**src/rtl/store_pkg.sv**
```systemverilog
// store_pkg: FSM states, store size codes and lane-mask helper for store_merge_unit
package store_pkg;

    typedef enum logic [2:0] {ST_IDLE, ST_READ, ST_MERGE, ST_WRITE, ST_DONE} st_t;

    localparam logic [1:0] SZ_B = 2'd0;
    localparam logic [1:0] SZ_H = 2'd1;
    localparam logic [1:0] SZ_W = 2'd2;
    localparam logic [1:0] SZ_D = 2'd3;

    function automatic logic [63:0] size_mask(input logic [1:0] size);
        return size == SZ_B ? 64'hFF : size == SZ_H ? 64'hFFFF : size == SZ_W ? 64'hFFFF_FFFF : '1;
    endfunction

endpackage

```
**src/rtl/store_lane_merge.sv**
```systemverilog
// store_lane_merge: overlays the addressed store lanes onto a read memory word
module store_lane_merge
    import store_pkg::*;
(
    input  logic [63:0] rdata,
    input  logic [63:0] wdata,
    input  logic [1:0]  size,
    input  logic [2:0]  off,
    output logic [63:0] merged
);

    logic [63:0] mask;

    // shift mask and payload to the byte offset; payload bits above the size fall outside the mask
    always_comb begin
        mask   = size_mask(size) << {off, 3'b000};
        merged = (rdata & ~mask) | ((wdata << {off, 3'b000}) & mask);
    end

endmodule

```
**src/rtl/store_merge_unit.sv**
```systemverilog
// store_merge_unit: store sequencer (direct sd write, read-modify-write for sb/sh/sw); STORE_MISALIGN_TRAP_EN enables the misalignment trap
module store_merge_unit
    import store_pkg::*;
#(
    parameter int MEM_LAT = 1
) (
    input  logic        clk,
    input  logic        reset,
    input  logic        start,
    input  logic [2:0]  funct3,
    input  logic [63:0] addr,
    input  logic [63:0] store_data,
    input  logic [63:0] mem_rdata,
    output logic [63:0] mem_addr,
    output logic        mem_wr,
    output logic [63:0] mem_wdata,
    output logic        busy,
    output logic        done
`ifdef STORE_MISALIGN_TRAP_EN
    ,
    output logic        misaligned
`endif
);

    localparam int CW = $clog2(MEM_LAT + 1);

    st_t           state_q, state_d;
    logic [CW-1:0] cnt_q, cnt_d;
    logic [1:0]    size_q, size_d;
    logic [63:0]   addr_q, addr_d, data_q, data_d, wdata_q, wdata_d, merged;
    logic [2:0]    off;
    logic          bad;
    logic          unused_funct3;

    assign unused_funct3 = funct3[2];

`ifdef STORE_MISALIGN_TRAP_EN
    logic mis_q, mis_d;

    assign bad = funct3[1:0] == SZ_H ? addr[0] : funct3[1:0] == SZ_W ? |addr[1:0] :
                 funct3[1:0] == SZ_D ? |addr[2:0] : 1'b0;

    // error flag sets on a trapped request and holds until reset
    always_comb mis_d = mis_q | (state_q == ST_IDLE && start && bad);

    // sticky error register
    always_ff @(posedge clk) mis_q <= reset ? 1'b0 : mis_d;

    assign misaligned = mis_q;
`else
    assign bad = 1'b0;
`endif

    // natural alignment: drop offset bits below the access size
    assign off = addr_q[2:0] & (size_q == SZ_B ? 3'b111 : size_q == SZ_H ? 3'b110 :
                                size_q == SZ_W ? 3'b100 : 3'b000);

    store_lane_merge u_merge (
        .rdata  (mem_rdata),
        .wdata  (data_q),
        .size   (size_q),
        .off    (off),
        .merged (merged)
    );

    // next-state and register updates for the store sequence
    always_comb begin
        state_d = state_q;
        cnt_d   = cnt_q;
        size_d  = size_q;
        addr_d  = addr_q;
        data_d  = data_q;
        wdata_d = wdata_q;
        case (state_q)
            ST_IDLE: if (start) begin
                size_d  = funct3[1:0];
                addr_d  = addr;
                data_d  = store_data;
                cnt_d   = '0;
                wdata_d = store_data;
                state_d = bad ? ST_DONE : funct3[1:0] == SZ_D ? ST_WRITE : ST_READ;
            end
            ST_READ: begin
                cnt_d   = cnt_q + CW'(1);
                state_d = cnt_q == CW'(MEM_LAT - 1) ? ST_MERGE : ST_READ;
            end
            ST_MERGE: begin
                wdata_d = merged;
                state_d = ST_WRITE;
            end
            ST_WRITE: state_d = ST_DONE;
            ST_DONE:  state_d = ST_IDLE;
            default:  state_d = ST_IDLE;
        endcase
    end

    // state and datapath registers, all cleared by reset
    always_ff @(posedge clk) begin
        if (reset) begin
            state_q <= ST_IDLE;
            cnt_q   <= '0;
            size_q  <= '0;
            addr_q  <= '0;
            data_q  <= '0;
            wdata_q <= '0;
        end else begin
            state_q <= state_d;
            cnt_q   <= cnt_d;
            size_q  <= size_d;
            addr_q  <= addr_d;
            data_q  <= data_d;
            wdata_q <= wdata_d;
        end
    end

    assign mem_addr  = {addr_q[63:3], 3'b000};
    assign mem_wr    = state_q == ST_WRITE;
    assign mem_wdata = wdata_q;
    assign busy      = state_q == ST_READ || state_q == ST_MERGE || state_q == ST_WRITE;
    assign done      = state_q == ST_DONE;

endmodule

```
**config.mk**
```make
export PLATFORM = sky130hd
export DESIGN_NAME = store_merge_unit
export DESIGN_NICKNAME = d
export VERILOG_FILES = /design/src/rtl/store_pkg.sv /design/src/rtl/store_lane_merge.sv /design/src/rtl/store_merge_unit.sv
export SDC_FILE = /design/constraint.sdc
export NUM_CORES = 1
export LEC_CHECK = 0
export ABC_CLOCK_PERIOD_IN_PS = 2200
export CORE_MARGIN = 4
export CORE_UTILIZATION = 46
export CTS_CLUSTER_SIZE = 40
export DETAILED_ROUTE_END_ITERATION = 12
export HOLD_SLACK_MARGIN = 0.02
export PLACE_DENSITY_LB_ADDON = 0.2
export REMOVE_ABC_BUFFERS = 1
export SETUP_SLACK_MARGIN = 0.5
export SYNTH_ARGS = -nofsm -noshare
export SYNTH_HDL_FRONTEND = slang
export SYNTH_SLANG_ARGS = --single-unit
```
**constraint.sdc**
```tcl
create_clock -name clk -period 2.2 [get_ports clk]
set_input_delay 0.55 -clock clk [delete_from_list [all_inputs] [get_ports clk]]
set_output_delay 0.55 -clock clk [all_outputs]
set_load 0.02 [all_outputs]
```
; ---- After elaboration in Yosys (flattened, before gate mapping)
; Index checks and enable logic that the tools add are counted.
; W data, S select, Z words.
[totals]
regBits = 198
in_bits = 198
output_inout_bits = 131
[classes]
add_sub_neg = 1
eq_ne = 8
n_shift = 2
muxes = 14
bitwise_logic = 5
n_reduce_logical = 9
[op_table]
columns = op, n
row1 = $mux W64, 4
row2 = $and A64 B64 Y64, 2
row3 = $pmux W64 S2, 1
row4 = $shl A64 B6 Y64, 2
row5 = $not A64 Y64, 1
row6 = $or A64 B64 Y64, 1
row7 = $mux W3, 4
row8 = $pmux W3 S4, 1
row9 = $eq A3 B2 Y1 const B, 2
row10 = $reduce_and A2 Y1, 3
row11 = $eq A2 B2 Y1 const B, 2
row12 = $mux W2, 2
row13 = $reduce_bool A2 Y1, 2
row14 = $and A3 B3 Y3, 1
row15 = $eq A3 B1 Y1 const B, 1
row16 = $eq A3 B3 Y1 const B, 1
row17 = $logic_not A3 Y1, 1
row18 = $eq A2 B1 Y1 const B, 1
row19 = $logic_not A2 Y1, 1
row20 = $logic_or A1 B1 Y1, 2
row21 = $ne A2 B2 Y1 const B, 1
row22 = $pmux W1 S2, 1
row23 = $add A1 B1 Y1 const B, 1
row24 = $mux W1, 1

; ---- Depth between registers and ports, before layout
; Gate-level depths: netlist of the first run.
[logic_depth]
depth_word = 10
ltp_mapped = 9
ltp_nobuf = 5

; ---- Cells and area by module
; Synthesis of the first run repeated with hierarchy kept, for this count alone.
[hier_totals]
hier_cells = 1365
hier_area_um2 = 10443.8
[modules_own_cells]
columns = module, instances, cells_each, area_each_um2, seq_area_each_um2
row1 = store_merge_unit, 1, 1017, 8022.7, 3963.8
row2 = store_lane_merge, 1, 348, 2421.1, 0.0

; ---- Least setup slack after synthesis of the first run
; OpenSTA, ideal clock, no wires.
[synth_path]
path_type = register -> register
from = register size_q[0]
to = register wdata_q[28] (netlist: mem_wdata[28])
arrival_time_ns = 1.722
required_time_ns = 2.078
slack_ns = 0.357
path_stages_with_launch = 8
path_buffers = 3
cell_sequence = dfxtp_1 -> buf_4 -> nor3b_1 -> buf_2 -> buf_2 -> mux2i_1 -> mux2i_1 -> a221o_1
[synth_between]
elab_chain_cells = 10
[synth_rtl]
columns = element, line
row1 = start: declaration, store_merge_unit.sv:29  ; logic [1:0] size_q, size_d;
row2 = start signal: assignment, store_merge_unit.sv:109  ; size_q <= size_d;
row3 = $eq A2 B2 Y1, "store_pkg.sv:12, store_merge_unit.sv:56"
row4 = $mux W3, store_merge_unit.sv:56  ; size_q == SZ_W ? 3'b100 : 3'b000);
row5 = $mux W3 (2 in a row), store_merge_unit.sv:55  ; assign off = addr_q[2:0] & (size_q == SZ_B ? 3'b111 : size_q == SZ_H ? 3'b110 :
row6 = $and A3 B3 Y3, store_merge_unit.sv:55
row7 = $shl A64 B6 Y64, store_lane_merge.sv:16  ; mask = size_mask(size) << {off, 3'b000};
row8 = $not A64 Y64, store_lane_merge.sv:17  ; merged = (rdata & ~mask) | ((wdata << {off, 3'b000}) & mask);
row9 = $and A64 B64 Y64, store_lane_merge.sv:17
row10 = $or A64 B64 Y64 (*), store_lane_merge.sv:17
row11 = $pmux W64 S2 (*), store_merge_unit.sv:74  ; case (state_q)
row12 = end signal: assignment, store_merge_unit.sv:112  ; wdata_q <= wdata_d;
row13 = end: declaration, store_merge_unit.sv:30  ; logic [63:0] addr_q, addr_d, data_q, data_d, wdata_q, wdata_d, merged;
; Every way passes the cells marked *; elsewhere a longest branch is shown, timed or not.
; A chain may end at the register's enable or synchronous reset.

; ---- Worst setup path in the final report of the first run
[layout_path]
from = register state_q[0]
to = register wdata_q[47] (netlist: mem_wdata[47])
[layout_between]
elab_chain_cells = 3
[layout_rtl]
columns = element, line
row1 = start: declaration, store_merge_unit.sv:27  ; st_t state_q, state_d;
row2 = start signal: assignment, store_merge_unit.sv:107  ; state_q <= state_d;
row3 = $eq A3 B2 Y1 or $logic_not A3 Y1 (tied branches), store_merge_unit.sv:74
row4 = $reduce_bool A2 Y1 (no source line) or $ne A2 B2 Y1 (tied branches), -
row5 = $reduce_and A2 Y1 (no source line), -
; Parallel ways exist; a longest one is shown, timed or not.

==> flow_summary_export.csv, run 1 <==
group,metric,value,unit
drt,num_vias,10700,
clock_network,htreeDepth,4,
logic_synthesis,synth_seq_cells,198,
drt,drt-pass1-iter-count,5,
status,status,"finished, final reports clean",
global_routing,grt_antenna_before_repair,5,
finish,utilization,0.8147,
timing,tightestPinTransition,685.3,ps
global_routing,track_usage,0.3119,
worst_setup_path,cp.arrival,2340,ps
place,gp_congestion,0.8815,
drt,ant_nets,0,
logic_synthesis,synth.cell_area,9278,um2
worst_setup_path,crit_required,2510,ps
timing,whs,451.8,ps
worst_setup_path,cp_max_fo,8,
die,die_w,150.0,um
drt,wirelength,40730,um
finish,drive_gt1_frac,0.3394,
drt,route.detailed.drc,0,
die,fp.dieH,150.0,um
die,die_area,22500,um2
finish,nets,1718,
logic_synthesis,yosys.cell_types.count,46,
clock_network,clk_path_buf_depth,2,
global_routing,grt_pass1_vias,9982,
global_routing,grt_pass1_wl,54750,um
logic_synthesis,synth_ff_type,"dfxtp_1",
worst_hold_path,hold_path_class,"reg -> reg",
global_routing,grt.busiest_layer,"met2",
power,pwr-share-seq,0.372,
drt,drt_iter0_drc,895,
timing,finalSetupViolations,0,
drt,wl_per_cell,22.63,um
power,p_per_area,716.3,nW/um2
finish,final_cell_mix,"clkdlybuf4s50_1, dfxtp_1, nand2_1, a21oi_1, nand2_4",
logic_synthesis,synth-edff-count,0,
global_routing,use_met1,0.3621,
power,total_power,11.47,mW
timing,fin_ws,167.8,ps
clock_network,clkTransAtPathRegs,80,ps
global_routing,grt_max_degree,128,
timing,maxSlewHeadroom,0.5425,
clock_network,cts_hold_buf,0,
power,power_frac_comb,0.350,
timing,setup-tns-final,0,ps
global_routing,met2_usage,0.5353,
power,power_leakage,6.536,nW
worst_setup_path,cp-end-kind,"flip-flop",
timing,report.final.hold_viol_count,0,
place,post-place-ws,-159.7,ps
die,row_count,51,
clock_network,cts-buffers-inserted,17,
clock_network,cts_tree,"done",
finish,final_cell_area,16010,um2
timing,slew_violations,0,
place,placedCellCount,1681,
drt,viasPerCell,5.943,
worst_setup_path,r2r_slack,170,ps
clock_network,clock_tree.root_cell,"clkbuf_16",
power,vdd_ir_drop_max,0.0006075,V
logic_synthesis,async_reset_ff_frac,0,
finish,stdcell_count,1800,
global_routing,overflow,0,
logic_synthesis,synth_cells,1176,
worst_setup_path,path_class,"reg -> reg",
power,p_int,7.487,mW
die,core,19650,um2
die,pin_count,329,
global_routing,grt.met3_usage,0.08692,
place,place_hpwl,23170,um
power,p_sw,3.981,mW
worst_setup_path,crit_path_start_kind,"flip-flop",
clock_network,clkLatencyLatePin,440,ps
die,start_util,0.4721,
place,post_dp_cell_area,12560,um2
power,pwr-share-clk,0.278,
timing,fin_crit_sh,0.9237,
timing,max_freq,0.4921,GHz
logic_synthesis,yosysWarnings,0,
place,io_buffers,324,
logic_synthesis,yosysSeqAreaShare,0.4272,
clock_network,clock_sinks,198,
finish,area_growth,72.58,%
timing,rsz0062_at_grt,"true",
logic_synthesis,synth_area_per_cell,7.889,um2
finish,final_common_cell,"clkdlybuf4s50_1",
timing,finClkSkew,7.475,ps
run,cap_violations,0,
power,swShare,0.3472,
timing,min_period,2032,ps
## power by group through the flow
stage               Sequential, mW  Combinational (mW)  Clock, mW
floorplan                     4.49                1.04          0
global placement              4.23                2.76          0
detailed placement            4.24                2.79          0
CTS                           4.18                3.34       3.17
global route                  4.29                4.21       3.31
finish                        4.26                4.02       3.19
## worst paths after layout
check / startpoint / end / cells past startpoint
max: state_q[0] / mem_wdata[47] / 7
min: addr_q[63] / addr_q[63] / 2
max reg2reg: state_q[0] / mem_wdata[47] / 7
min reg2reg: addr_q[63] / addr_q[63] / 2
## sequential cells by signal (all words and copies together), names as in the netlist
signal / cells
addr_q: 64
data_q: 64
mem_wdata: 64
state_q: 3
size_q: 2
cnt_q: 1
## synth_stat cells (4+ instances only)
cell type,number,area share
nand3_1,17,0.0092
buf_4,66,0.053
buf_6,13,0.016
o21ai_0,27,0.015
nor2_1,62,0.025
a21o_1,11,0.0089
a21boi_0,24,0.019
and3b_1,8,0.0076
nand2_1,299,0.12
nand2b_1,11,0.0074
o221ai_1,15,0.014
a221o_1,8,0.0086
buf_1,4,0.0016
nor3_1,11,0.0059
a21oi_1,166,0.090
o21a_1,10,0.0081
dfxtp_1,198,0.43
mux2i_1,32,0.035
a31oi_1,17,0.011
a221oi_1,32,0.030
buf_2,29,0.016
a32oi_1,8,0.0076
clkbuf_1,44,0.018
o22ai_1,31,0.021
## routing by layer
| layer | wire length, um | vias to the layer above | share of wire |
|---|---|---|---|
| li1 | - | 4746 | - |
| met4 | 2187 | 4 | 0.054 |
| met1 | 14400 | 5056 | 0.35 |
| met3 | 4097 | 178 | 0.10 |
| met5 | 25 | - | 0.00061 |
| met2 | 20030 | 714 | 0.49 |
## cells by family after synthesis
| family | count (synthesis) | synth area share |
|---|---|---|
| AND/OR/NAND/NOR | 427 | 0.1907 |
| multiplexers | 32 | 0.03452 |
| AO/OA/AOI/OAI | 358 | 0.2411 |
| other | 1 | 0.0004042 |
| flip-flops | 198 | 0.4272 |
| buffers and inverters | 160 | 0.1060 |
## layout make-up
| class | instances | area [um2] |
|---|---|---|
| Fill cell | 1184 | 3642 |
| Timing Repair Buffer | 479 | 5106 |
| Clock inverter | 13 | 142.6 |
| Clock buffer | 18 | 439.2 |
| Sequential cell | 198 | 3988 |
| Tap cell | 265 | 331.6 |
| Inverter | 3 | 15.01 |
| Antenna cell | 3 | 7.507 |
| Multi-Input combinational cell | 821 | 5982 |
## critical path: stages, from the launching register on
cell and delay, ps:
dfxtp_4 380, buf_6 120, or4b_4 640, buf_12 210, nand2_2 70, a211oi_1 60, a31oi_1 270, o21ai_1 150
## repair_timing
action / in CTS / in global routing
cloned: 18 / 6
hold endpoints to repair: 0 / 0
buffers inserted: 40 / 21
resized for setup: 372 / 409
pin swaps: 72 / 105
endpoints found under the setup margin: 312 / 263
Note: power is estimated with default switching activity, not from simulation.
==> run 2, diff against run 1 <==
--- a/config.mk
+++ b/config.mk
@@ -5,9 +5,10 @@
 export SDC_FILE = /design/constraint.sdc
 export NUM_CORES = 1
 export LEC_CHECK = 0
+export ABC_AREA = 1
 export ABC_CLOCK_PERIOD_IN_PS = 2200
 export CORE_MARGIN = 4
-export CORE_UTILIZATION = 46
+export CORE_UTILIZATION = 47
 export CTS_CLUSTER_SIZE = 40
 export DETAILED_ROUTE_END_ITERATION = 12
 export HOLD_SLACK_MARGIN = 0.02
==> run 2 against run 1 <==
  * Synthesized area increased by 10%
  * Clock power decreased by 3%
  * Global-route usage decreased by 2.5 points
  * Utilization decreased by 14 points
  * Clock skew increased by 3.6 ps
  * Critical path depth decreased by 4
  * Non-clock buffer count decreased by 83
  * Routed wire length decreased by 9.1%
  * Final area decreased by 11%
  * First-iteration DRC count increased by 21%
  * Via count increased by 5.4%
  * Fmax increased by 17%
  * Critical endpoint is now busy
==> flow_summary_export.csv, run 2 <==
group,metric,value,unit
timing,finalSetupViolations,0,
logic_synthesis,synth_ff_type,"dfxtp_1",
logic_synthesis,synth_seq_cells,198,
die,fp.dieH,155.6,um
place,post_dp_cell_area,13380,um2
logic_synthesis,yosysWarnings,0,
worst_setup_path,path_class,"reg -> out",
worst_setup_path,crit_family,"flip-flops",
power,swShare,0.3638,
power,power_frac_comb,0.334,
global_routing,grt_pass1_vias,10560,
clock_network,cts_tree,"done",
power,p_int,6.974,mW
drt,drt-pass1-iter-count,5,
logic_synthesis,yosys.cell_types.count,29,
global_routing,grt_max_degree,90,
power,p_per_area,768.7,nW/um2
worst_setup_path,r2r_slack,560,ps
logic_synthesis,async_reset_ff_frac,0,
timing,min_period,1733,ps
logic_synthesis,synth_most_common_cell,"nand2_1",
logic_synthesis,synth.cell_area,10230,um2
status,status,"finished, final reports clean",
power,pwr-share-seq,0.385,
clock_network,clkTransAtPathRegs,80,ps
finish,nets,2025,
die,core,21220,um2
power,vdd_ir_drop_max,0.0005916,V
worst_setup_path,cp.arrival,1180,ps
timing,rsz0062_at_grt,"true",
global_routing,overflow,0,
worst_hold_path,min_delay_path_depth,2,
worst_setup_path,path_buf_inv,1,
timing,report.final.hold_viol_count,0,
finish,final_common_cell,"nand2_1",
worst_setup_path,cp-end-kind,"output pin",
worst_setup_path,path_cells,"nor2_4 -> nor2_1 -> buf_4",
drt,ant_nets,0,
clock_network,clkLatencyLatePin,440,ps
die,die_area,24200,um2
global_routing,grt_pass1_wl,55750,um
place,post-place-ws,82.55,ps
power,pwr-share-clk,0.281,
clock_network,clk_path_buf_depth,2,
power,total_power,10.96,mW
worst_setup_path,r2r_start,"addr_q[1]",
place,gp_congestion,0.9254,
power,power_leakage,6.434,nW
worst_setup_path,crit_required,1650,ps
drt,route.detailed.drc,0,
finish,utilization,0.6720,
clock_network,cts_hold_buf,0,
die,die_w,155.6,um
drt,viasPerCell,5.325,
timing,finClkSkew,11.03,ps
finish,final_cell_area,14260,um2
power,p_sw,3.988,mW
worst_setup_path,crit_path_start_kind,"flip-flop",
timing,maxSlewHeadroom,0.6374,
drt,wirelength,37030,um
place,io_buffers,324,
logic_synthesis,synth_top_area_frac,0.3874,
finish,drive_gt1_frac,0.1065,
drt,drt_iter0_drc,1080,
die,pin_count,329,
worst_setup_path,rr_endpoint,"mem_wdata[6]",
drt,wl_per_cell,17.49,um
finish,area_growth,39.36,%
logic_synthesis,ys_top_cells_by_area,"dfxtp_1, nand2_1, nand3_1, a21oi_1, buf_4",
worst_hold_path,min-delay-start,"reset",
timing,tightestPinTransition,543.4,ps
global_routing,track_usage,0.2872,
worst_setup_path,rr_worst_depth,9,
timing,setup-tns-final,0,ps
place,place_hpwl,25550,um
clock_network,clock_tree.root_cell,"clkbuf_16",
logic_synthesis,synth_common_cells,"nand2_1, nand3_1, a21oi_1, dfxtp_1, inv_1",
worst_setup_path,max_stage_delay,430,ps
worst_setup_path,cp_max_fo,7,
die,start_util,0.4822,
clock_network,clock_sinks,198,
run,cap_violations,0,
finish,final_cell_mix,"nand2_1, nand3_1, a21oi_1, clkdlybuf4s50_1, dfxtp_1",
timing,slew_violations,0,
logic_synthesis,synth_cells,1579,
global_routing,grt_antenna_before_repair,2,
logic_synthesis,yosysTopAreaCell,"dfxtp_1",
worst_hold_path,hold-path-endpoint,"mem_wdata[39]",
clock_network,cts-buffers-inserted,17,
timing,fin_ws,467.1,ps
timing,max_freq,0.5771,GHz
logic_synthesis,synth_area_per_cell,6.480,um2
logic_synthesis,synth-edff-count,0,
worst_hold_path,hold_path_class,"in -> reg",
worst_setup_path,cp_slowest_cell,"dfxtp_4",
timing,fin_crit_sh,0.7877,
clock_network,htreeDepth,4,
drt,num_vias,11270,
logic_synthesis,yosysSeqAreaShare,0.3874,
die,row_count,53,
## run 2: changes by cell type after synthesis, sizes merged, moves of 30 or more
cell	before	now
a21oi	166	201
nand2	299	594
a221oi	32	0
nand3	17	249
o22ai	31	1
inv	3	91
mux2i	32	0
## run 2: per-stage QoR
stage | instances | hold WS [ps]
floorplan | 1412 | 439.3
global placement | 2056 | 449.3
detailed placement | 2056 | 454.3
CTS | 2100 | 443.3
global route | 2117 | 458.9
finish | 2117 | 455.8
## run 2: logic make-up (layout without fill, tap and decap cells)
kind of cell | Yosys count | after routing | share of synthesized area
buffers and inverters | 260 | 519 | 0.1294
AND/OR/NAND/NOR | 896 | 896 | 0.3722
other | 1 | 5 | 0.0003665
flip-flops | 198 | 198 | 0.3874
AO/OA/AOI/OAI | 224 | 224 | 0.1107
## run 2: area by class of cell
class / instances / area, um2
multi-input combinational: 1123 / 5077
inverter: 91 / 370.4
tap: 275 / 344.1
clock buffer: 18 / 429.2
sequential: 198 / 3988
timing repair buffer: 396 / 3904
antenna: 2 / 5.005
fill: 1846 / 6960
clock inverter: 14 / 142.6
## run 2: what timing repair did
item | 4_1_cts | 5_1_grt
gates cloned | 0 | 5
buffers inserted | 12 | 10
endpoints found under the setup margin | 191 | 152
pin swaps | 5 | 8
gates resized for setup | 192 | 144
## run 2: worst max path at each step
stage                           from       endpoint  slack, ps  cells after the start
after floorplan                start  mem_wdata[40]      -4990                      6
after global placement         start  mem_wdata[45]        130                      8
after detailed placement       start     addr_q[10]         80                      7
after CTS                 state_q[1]           busy        250                      3
after global routing      state_q[2]         mem_wr        410                      4
final                     state_q[1]           busy        470                      3
## run 2: power by group through the flow
stage          clock, mW  sequential (mW)  combinational, mW
5_1_grt             3.28             4.26               3.99
3_3_place_gp           0             4.27               3.48
3_5_place_dp           0             4.28               3.52
4_1_cts             3.12             4.20               3.44
6_report            3.08             4.22               3.67
2_1_floorplan          0             4.56               1.54
## run 2: layer usage
layer	GRT usage	wire [um]
met5	0	0
met3	0.07212	3668
met1	0.3598	14250
met2	0.4730	17540
met4	0.1209	1568
